<file path="config.mk">
export PLATFORM = sky130hd
export DESIGN_NAME = r2sdf_butterfly
export DESIGN_NICKNAME = d
export VERILOG_FILES = /design/src/rtl/fft_pkg.sv /design/src/rtl/sdf_delay_line.sv /design/src/rtl/r2sdf_butterfly.sv
export SDC_FILE = /design/constraint.sdc
export NUM_CORES = 1
export LEC_CHECK = 0
export CORE_UTILIZATION = 35
export CTS_BUF_LIST = sky130_fd_sc_hd__clkbuf_4 sky130_fd_sc_hd__clkbuf_8 sky130_fd_sc_hd__clkbuf_16
export DETAILED_ROUTE_END_ITERATION = 12
export GPL_TIMING_DRIVEN = 0
export SYNTH_ARGS = -nofsm -noshare
export SYNTH_HDL_FRONTEND = slang
export SYNTH_SLANG_ARGS = --single-unit
export TNS_END_PERCENT = 10
</file>
<file path="constraint.sdc">
create_clock -name clk_i -period 10 [get_ports clk_i]
set_input_delay 2 -clock clk_i [delete_from_list [all_inputs] [get_ports clk_i]]
set_output_delay 2 -clock clk_i [all_outputs]
set_load 0.01 [all_outputs]
</file>
<file path="src/rtl/fft_pkg.sv">
// Shared FFT package: sample type, butterfly FSM states and {re, im} bus helpers.
// The typed helpers here describe the default component width; blocks with a
// different DW build their own packed struct with the same {re, im} layout.
package fft_pkg;

   localparam int FFT_DW = 25;

   // Complex sample, packed so that the bus is {re, im}
   typedef struct packed {
      logic signed [FFT_DW-1:0] re;
      logic signed [FFT_DW-1:0] im;
   } cplx_t;

   // Butterfly stage states
   typedef enum logic [1:0] {
      ST_FILL  = 2'd0,
      ST_BFLY  = 2'd1,
      ST_PASS  = 2'd2,
      ST_DRAIN = 2'd3
   } state_e;

   function automatic cplx_t cplx_unpack(input logic [2*FFT_DW-1:0] bus);
      cplx_t c;
      c.re = bus[2*FFT_DW-1:FFT_DW];
      c.im = bus[FFT_DW-1:0];
      return c;
   endfunction

   function automatic logic [2*FFT_DW-1:0] cplx_pack(input cplx_t c);
      return {c.re, c.im};
   endfunction

endpackage

</file>
<file path="src/rtl/sdf_delay_line.sv">
// Circular delay line for the R2SDF butterfly: DEPTH words of W bits, one
// shared read/write pointer. The word under the pointer is visible
// combinationally, so a write in the same cycle replaces it only after it has
// been read (read-before-write).
module sdf_delay_line
   import fft_pkg::*;
#(
   parameter int W     = 50,
   parameter int DEPTH = 16
) (
   input  logic         clk_i,
   input  logic         rst_ni,
   input  logic         we_i,
   input  logic [W-1:0] wr_data_i,
   output logic [W-1:0] rd_data_o
);

   localparam int AW = $clog2(DEPTH);

   logic [W-1:0]  mem_q [DEPTH];
   logic [AW-1:0] ptr_q;

   assign rd_data_o = mem_q[ptr_q];

   // Storage is never output before being rewritten, so it carries no reset
   always_ff @(posedge clk_i) begin
      if (we_i) mem_q[ptr_q] <= wr_data_i;
   end

   // Pointer advances with every write and wraps naturally (DEPTH is 2^AW)
   always_ff @(posedge clk_i or negedge rst_ni) begin
      if (!rst_ni)   ptr_q <= '0;
      else if (we_i) ptr_q <= ptr_q + AW'(1);
   end

endmodule

</file>
<file path="src/rtl/r2sdf_butterfly.sv">
// Radix-2 single-path delay-feedback butterfly stage.
// The first half of each 2*DEPTH block is parked in the delay line; the second
// half is combined with it, the halved sum goes out at once and the halved
// difference is written back and emitted during the next half (or on drain).
// Optional build macro R2SDF_ROUND_EN: round-half-up before the 1/2 scaling
// instead of truncating.
module r2sdf_butterfly
   import fft_pkg::*;
#(
   parameter int DW       = 25,
   parameter int DEPTH    = 16,
   parameter int TW_AW    = 10,
   parameter int TW_SHIFT = 0
) (
   input  logic            clk_i,
   input  logic            rst_ni,
   input  logic            data_valid_i,
   input  logic [2*DW-1:0] stage_i,
   input  logic            flush_i,
   output logic            ready_o,
   output logic            data_valid_o,
   output logic [2*DW-1:0] butterfly_stage_o,
   output logic [TW_AW-1:0] tw_addr_o
);

   localparam int CW = $clog2(DEPTH);

   typedef struct packed {
      logic signed [DW-1:0] re;
      logic signed [DW-1:0] im;
   } sample_t;

   localparam logic signed [DW+1:0] MAX_V = {3'b000, {(DW-1){1'b1}}};
   localparam logic signed [DW+1:0] MIN_V = {3'b111, {(DW-1){1'b0}}};

   state_e           state_q, state_d;
   logic [CW-1:0]    cnt_q, cnt_d;
   logic             flush_pend_q, flush_pend_d;
   logic             vld_q, vld_d;
   logic [2*DW-1:0]  out_q, out_d;
   logic [TW_AW-1:0] tw_q, tw_d;

   logic             acc;
   logic             adv;
   logic             wrap;
   logic [TW_AW-1:0] idx_addr;
   logic [2*DW-1:0]  dl_rd;
   logic [2*DW-1:0]  dl_wr;
   sample_t          x, d, sum_s, dif_s;

   function automatic logic signed [DW+1:0] sext2(input logic signed [DW-1:0] a);
      return {{2{a[DW-1]}}, a};
   endfunction

   // Only max - min with rounding can exceed DW bits; clamp that single case
   function automatic logic signed [DW-1:0] sat_dw(input logic signed [DW+1:0] v);
      if (v > MAX_V)      return MAX_V[DW-1:0];
      else if (v < MIN_V) return MIN_V[DW-1:0];
      else                return v[DW-1:0];
   endfunction

   // Per-stage 1/2 scaling of a full-precision sum or difference
   function automatic logic signed [DW-1:0] half_scale(input logic signed [DW+1:0] v);
      logic signed [DW+1:0] r;
`ifdef R2SDF_ROUND_EN
      r = (v + $signed({{(DW+1){1'b0}}, 1'b1})) >>> 1;
`else
      r = v >>> 1;
`endif
      return sat_dw(r);
   endfunction

   assign ready_o  = (state_q != ST_DRAIN);
   assign acc      = data_valid_i && ready_o;
   assign adv      = acc || (state_q == ST_DRAIN);
   assign wrap     = adv && (&cnt_q);
   assign idx_addr = TW_AW'(cnt_q) << TW_SHIFT;

   assign x = stage_i;
   assign d = dl_rd;

   assign sum_s.re = half_scale(sext2(d.re) + sext2(x.re));
   assign sum_s.im = half_scale(sext2(d.im) + sext2(x.im));
   assign dif_s.re = half_scale(sext2(d.re) - sext2(x.re));
   assign dif_s.im = half_scale(sext2(d.im) - sext2(x.im));

   sdf_delay_line #(
      .W     (2*DW),
      .DEPTH (DEPTH)
   ) u_dline (
      .clk_i     (clk_i),
      .rst_ni    (rst_ni),
      .we_i      (adv),
      .wr_data_i (dl_wr),
      .rd_data_o (dl_rd)
   );

   // Next-state: half-counter, FSM, flush bookkeeping, output word and delay-line write data
   always_comb begin
      state_d      = state_q;
      cnt_d        = cnt_q;
      flush_pend_d = flush_pend_q | flush_i;
      vld_d        = 1'b0;
      out_d        = out_q;
      tw_d         = tw_q;
      dl_wr        = stage_i;

      if (adv) cnt_d = cnt_q + CW'(1);

      case (state_q)
         ST_FILL: begin
            // Nothing stored yet, so a flush here has nothing to drain
            flush_pend_d = 1'b0;
            if (wrap) state_d = ST_BFLY;
         end
         ST_BFLY: begin
            dl_wr = dif_s;
            if (acc) begin
               vld_d = 1'b1;
               out_d = sum_s;
               tw_d  = '0;
            end
            if (wrap) state_d = ST_PASS;
         end
         ST_PASS: begin
            if (acc) begin
               vld_d = 1'b1;
               out_d = dl_rd;
               tw_d  = idx_addr;
            end
            if (wrap) begin
               state_d = ST_BFLY;
            end else if (!acc && (cnt_q == '0) && flush_pend_q) begin
               // A word arriving in the same cycle takes priority over the drain
               state_d      = ST_DRAIN;
               flush_pend_d = 1'b0;
            end
         end
         ST_DRAIN: begin
            dl_wr = dl_rd;
            vld_d = 1'b1;
            out_d = dl_rd;
            tw_d  = idx_addr;
            if (wrap) state_d = ST_FILL;
         end
         default: state_d = ST_FILL;
      endcase
   end

   // State and registered outputs, all cleared by the asynchronous reset
   always_ff @(posedge clk_i or negedge rst_ni) begin
      if (!rst_ni) begin
         state_q      <= ST_FILL;
         cnt_q        <= '0;
         flush_pend_q <= 1'b0;
         vld_q        <= 1'b0;
         out_q        <= '0;
         tw_q         <= '0;
      end else begin
         state_q      <= state_d;
         cnt_q        <= cnt_d;
         flush_pend_q <= flush_pend_d;
         vld_q        <= vld_d;
         out_q        <= out_d;
         tw_q         <= tw_d;
      end
   end

   assign data_valid_o      = vld_q;
   assign butterfly_stage_o = out_q;
   assign tw_addr_o         = tw_q;

endmodule

</file>
## After elaboration in Yosys (flattened, before gate mapping)

Memory sizes are Yosys's and may differ from the RTL's.
Cells that the tools add are included.

| cells by class | value |
|---|---|
| reductions and logical operators | 13 |
| magnitude comparators | 8 |
| add/subtract/negate cells | 6 |
| bitwise gates (word level) | 1 |
| mux-type cells | 28 |
| equality and inequality tests | 10 |

Operator list:

| cell | number |
|---|---|
| $mux W25 | 8 |
| $pmux W50 S3 | 1 |
| $gt A25 B25 Y1 const B | 4 |
| $lt A25 B25 Y1 const B | 4 |
| $mux W50 | 2 |
| $pmux W50 S2 | 1 |
| $add A25 B25 Y26 | 2 |
| $sub A25 B25 Y26 | 2 |
| $pmux W10 S3 | 1 |
| $mux W10 | 2 |
| $ne A2 B2 Y1 const B | 6 |
| $mux W2 | 5 |
| $add A4 B1 Y4 const B | 2 |
| $pmux W2 S4 | 1 |
| $reduce_and A4 Y1 | 2 |
| $mux W1 | 5 |
| $eq A2 B2 Y1 const B | 2 |
| $logic_and A1 B1 Y1 | 4 |
| $logic_not A4 Y1 | 1 |
| $pmux W1 S2 | 2 |
| $ne A3 B3 Y1 const B | 1 |
| $reduce_and A3 Y1 | 1 |
| $reduce_bool A3 Y1 | 1 |
| $eq A2 B1 Y1 const B | 1 |
| 5 further kinds | 5 |

| storage, ports and cells | value |
|---|---|
| bits in registers | 72 |
| output and inout port bits | 62 |
| bits of input ports | 54 |
| memories | 1 |
| logic and storage cells | 74 |
| memory bits (writable) | 800 |

Memory list:

| memory | depth | width | rd ports | clocked after memory_dff | write ports | line | RTL |
|---|---|---|---|---|---|---|---|
| u_dline.mem_q | 16 | 50 | 1 | 0 | 1 | sdf_delay_line.sv:20 | `logic [W-1:0] mem_q [DEPTH];` |

## Logic depth before layout (Yosys ltp)

| logic depth | value |
|---|---|
| depth after elaboration | 8 |
| mapped depth | 19 |
| gate-level depth less buffers | 17 |

## Cells and area by module

Synthesis repeated with hierarchy kept, for this count alone.

| unflattened totals | value |
|---|---|
| cells, all modules | 2447 |
| area total of the unflattened synthesis | 38823.5 µm² |

Modules (own cells, without submodules):

| module | times used | area an instance (µm²) | cells each | sequential area each (µm²) |
|---|---|---|---|---|
| sdf_delay_line | 1 | 30161.4 | 1264 | 24123.1 |
| r2sdf_butterfly | 1 | 8662.1 | 1183 | 1551.5 |

## Worst setup path before layout

Ideal clock, no wire load.

| timing | value |
|---|---|
| kind | in2reg |
| from | input data_valid_i |
| to | memory u_dline.mem_q[0][0], enable pin |
| buffers on the path | 2 |
| required time | 9.481 ns |
| slack | 3.361 ns |
| stages on the path | 5 |
| data arrival time | 6.120 ns |
| setup time | 0.519 ns |
| cells stage by stage | or2_2 > clkbuf_1 > buf_1 > nand2_1 > nor3_1 |

| on the way | value |
|---|---|
| longest elaborated chain between the ends | 4 |

RTL lines:

| item | line | RTL |
|---|---|---|
| from (decl) | r2sdf_butterfly.sv:17 | `input logic data_valid_i,` |
| $logic_and A1 B1 Y1 | r2sdf_butterfly.sv:74 | `assign acc = data_valid_i && ready_o;` |
| $logic_or A1 B1 Y1 | r2sdf_butterfly.sv:75 | `assign adv = acc \|\| (state_q == ST_DRAIN);` |
| $mux W1 | sdf_delay_line.sv:27 | `if (we_i) mem_q[ptr_q] <= wr_data_i;` |
| $mux W1 (implied by the code) | sdf_delay_line.sv:27 |  |
| to (decl) | sdf_delay_line.sv:20 |  |

No other way between the ends.

## Worst setup path after layout

| timing | value |
|---|---|
| from | register u_dline.ptr_q[0] |
| to | memory u_dline.mem_q[14][23], data pin |

| on the way | value |
|---|---|
| longest elaborated chain between the ends | 6 |
| elaborated cells between the ends (all ways) | 7 |
| classes of those cells | add/sub: 1; order compare: 2; mux: 3; memory: 1 |

RTL lines:

| item | line | RTL |
|---|---|---|
| from (decl) | sdf_delay_line.sv:21 | `logic [AW-1:0] ptr_q;` |
| from (signal assigned) | sdf_delay_line.sv:33 | `else if (we_i) ptr_q <= ptr_q + AW'(1);` |
| $mem_v2 Z16 W50 (*) | -- |  |
| $sub A25 B25 Y26 | r2sdf_butterfly.sv:85 | `assign dif_s.im = half_scale(sext2(d.im) - sext2(x.im));` |
| $lt A25 B25 Y1 | r2sdf_butterfly.sv:58 | `else if (v < MIN_V) return MIN_V[DW-1:0];` |
| $mux W25 | r2sdf_butterfly.sv:58 |  |
| $mux W25 | r2sdf_butterfly.sv:57 | `if (v > MAX_V) return MAX_V[DW-1:0];` |
| $pmux W50 S2 (*) | r2sdf_butterfly.sv:110 | `case (state_q)` |
| net dl_wr[23] | r2sdf_butterfly.sv:48 | `logic [2*DW-1:0] dl_wr;` |

The timed path passes the listed nets; every way through them passes the cells marked *.

==> impl_metrics.env <==
export IMPL_htreeDepth=3
export IMPL_layout_nets=2841
export IMPL_ioPinCount=116
export IMPL_dp_cells=4070
export IMPL_synthTopCellsByArea="edfxtp_1 62%, mux4_2 14%, dfrtp_1 4.2%"
export IMPL_yosysWarnings=0
export IMPL_min_path_type="reg2reg"
export IMPL_numCtsBuffers=90
export IMPL_use_met2_pct=33.4
export IMPL_syn_to_final_growth_pct=19.7
export IMPL_use_met1_pct=32.1
export IMPL_fin_util_pct=42.2
export IMPL_cts_sinks=866
export IMPL_drtPass1Iterations=9
export IMPL_finalCritPeriodShare_pct=79.0
export IMPL_track_usage_pct=22.0
export IMPL_drive_gt1_share_pct=19.7
export IMPL_root_buffer="clkbuf_16"
export IMPL_post_route_min_period_ps=7900
export IMPL_cp_start_kind="register"
export IMPL_grt_pass1_wl_um=176000
export IMPL_drt_first_iter_violations=3205
export IMPL_postSynth_asyncResetShare_pct=7.62
export IMPL_clockBufferDepth=3
export IMPL_worst_pin_slew_ps=1320
export IMPL_worstPathRequired_ps=10200
export IMPL_grt_most_used_layer="met2"
export IMPL_setup_viol=0
export IMPL_yosys_area_top_type_share_pct=61.5
export IMPL_die_area_um2=113000
export IMPL_coreArea_um2=111000
export IMPL_gr_total_overflow=0
export IMPL_synth_seq_cells=866
export IMPL_ys_seq_area_share_pct=65.8
export IMPL_status="finished, violations left"
export IMPL_skew_ps=39.5
export IMPL_place_ws_ps=1820
export IMPL_path_clk_slew_ps=60
export IMPL_finalNonFillerCells=4241
export IMPL_grt_max_degree=41
export IMPL_rr_worst_depth=18
export IMPL_die_width_um=336
export IMPL_path_max_fanout=16
export IMPL_die_height_um=336
export IMPL_start_util_pct=35.3
export IMPL_regToRegEndpoint="u_dline.mem_q[14][23]"
export IMPL_wl_per_cell_um=29.3
export IMPL_finalMaxSlewViolations=0
export IMPL_synth_cells=2386
export IMPL_rows=122
export IMPL_fillCellCount=9682
export IMPL_clk_latency_ps=670
export IMPL_cts_tree="done"
export IMPL_hold_start="butterfly_stage_o[11]"
export IMPL_place_congestion=0.930
export IMPL_rsz0062_at_grt="false"
export IMPL_post_cts_buffers=0
export IMPL_violations="design-rule violations"
export IMPL_hold_path_end="butterfly_stage_o[11]"
export IMPL_syn_area_per_cell_um2=16.4
export IMPL_cts_resized=0
export IMPL_synth_edff_count=800
export IMPL_synth_ff_type="edfxtp_1"
export IMPL_met3_usage_pct=4.27
export IMPL_port_buffers=109
export IMPL_worst_slack_ps=2100
export IMPL_drc_errors=2
export IMPL_holdBufCountCts=0
export IMPL_crit_path_end_kind="register"
export IMPL_ys_types=83
export IMPL_hpwl_um=89700
export IMPL_regArea_um2=25700
export IMPL_syn_area_um2=39000
export IMPL_first_global_vias=23920
export IMPL_slew_headroom_pct=12.2
export IMPL_vias=24330
export IMPL_critPathArrivalTime_ps=8100
export IMPL_max_freq_mhz=127
export IMPL_drt_total_wl_um=124000
export IMPL_max_cap_viol_count=0
export IMPL_multiInputGateArea_um2=12600
export IMPL_antenna_found_initial=2
export IMPL_crit_type="reg2reg"
export IMPL_worstHoldPathCells=1
export IMPL_yosysTopAreaCell="edfxtp_1"
export IMPL_r2r_start="u_dline.ptr_q[0]"
export IMPL_drtAntennaViolNets=0
export IMPL_vias_per_cell=5.74
export IMPL_hold_viol=0
export IMPL_ff2ff_setup_slack_ps=2100
logic make-up (layout without fill, tap and decap cells):
group	Yosys count	in the layout	synth area share, %
AND/OR/NAND/NOR	381	381	4.45
adder cells (fa/ha/maj)	112	112	3.67
XOR/XNOR	78	78	1.75
multiplexers	263	263	14.6
flip-flops	866	866	65.8
buffers and inverters	239	600	2.44
AO/OA/AOI/OAI	446	446	7.32
other	1	7	0.00961
cells in the mapped netlist (all sizes together) (3+ instances only):
cell,count
o22ai,11
o31ai,20
or3,10
nor4,8
mux4,245
nand3,28
and3,7
fa,4
a21oi,124
xor2,11
nor3,28
o31a,3
o21bai,24
inv,101
dfrtp,66
mux2i,16
nand2,106
o21a,5
a221oi,3
a21o,16
and2,3
clkbuf,91
xnor2,67
a22oi,50
nand4,9
buf,44
a211oi,6
nor2,142
a21boi,3
nand2b,19
a311oi,5
a31oi,11
ha,108
o21ai,122
clkinv,3
edfxtp,800
o211ai,8
nor2b,10
or2,3
a2111oi,3
a221o,8
o221ai,3
cell usage in the layout, fill, tap and decap left out, drive strengths merged, types with 19 or more instances in the layout:
master / instances
nand3: 28
edfxtp: 800
nor2: 142
buf: 127
a21oi: 124
clkinv: 34
xnor2: 67
o21bai: 24
mux4: 245
inv: 109
clkbuf: 199
a22oi: 50
o31ai: 20
o21ai: 122
nand2: 106
nand2b: 19
nor3: 28
ha: 108
clkdlybuf4s50: 108
dfrtp: 66
registers in the layout, summed over array words and instances (netlist names):
| register | count |
|---|---|
| u_dline.mem_q | 800 |
| butterfly_stage_o | 50 |
| cnt_q | 4 |
| tw_addr_o | 4 |
| u_dline.ptr_q | 4 |
| state_q | 2 |
| data_valid_o | 1 |
| flush_pend_q | 1 |
how the worst max path moves through the flow:
stage                                        to  slack (ps)             start
after global routing      u_dline.mem_q[15][23]        1710  u_dline.ptr_q[0]
final                     u_dline.mem_q[14][23]        2100  u_dline.ptr_q[0]
after CTS                 u_dline.mem_q[13][46]        1750  u_dline.ptr_q[0]
after detailed placement   u_dline.mem_q[9][46]        1820  u_dline.ptr_q[0]
after floorplan             u_dline.mem_q[0][0]        3360      data_valid_i
after global placement     u_dline.mem_q[2][38]       -2470      data_valid_i
stage by stage:
step / hold WS (ps) / TNS [ps] / cell area [um^2]
final: 488 / 0 / 46700
after global routing: 522 / 0 / 46700
after CTS: 487 / 0 / 46700
after detailed placement: 472 / 0 / 43500
after global placement: 472 / -469130 / 42000
after floorplan: 471 / 0 / 39100
layer usage:
metal | vias to the layer above | routed length, um
met5 | - | 0
met4 | 0 | 3520
met3 | 207 | 11100
met2 | 1304 | 55500
met1 | 12796 | 54200
li1 | 10023 | -
final cells by class:
class                           instances  area share (%)
Buffer                                135            1.21
Tap cell                             1488            3.98
Timing Repair Buffer                  192            5.21
Clock buffer                          107            5.31
Clock inverter                         62            1.61
Inverter                              104           0.835
Multi-Input combinational cell       1286            26.9
Sequential cell                       866            54.9
Antenna cell                            1         0.00536
critical path, stage by stage (launching register included):
cell and delay, ps:
dfrtp_1 400, buf_4 240, buf_1 910, buf_1 950, mux4_2 630, mux4_2 590
ha_1 300, clkbuf_1 180, a21o_1 200, a21oi_1 250, o21ai_0 260, o311ai_2 440
a21oi_1 220, o21ai_2 330, o21ai_0 170, a211oi_1 570, nor2_1 150, nand4_1 130
nand3b_1 470
Power is left out: the tool's default activity adds up to more than one toggle a clock period on the data nets, which glitch-free logic cannot reach.
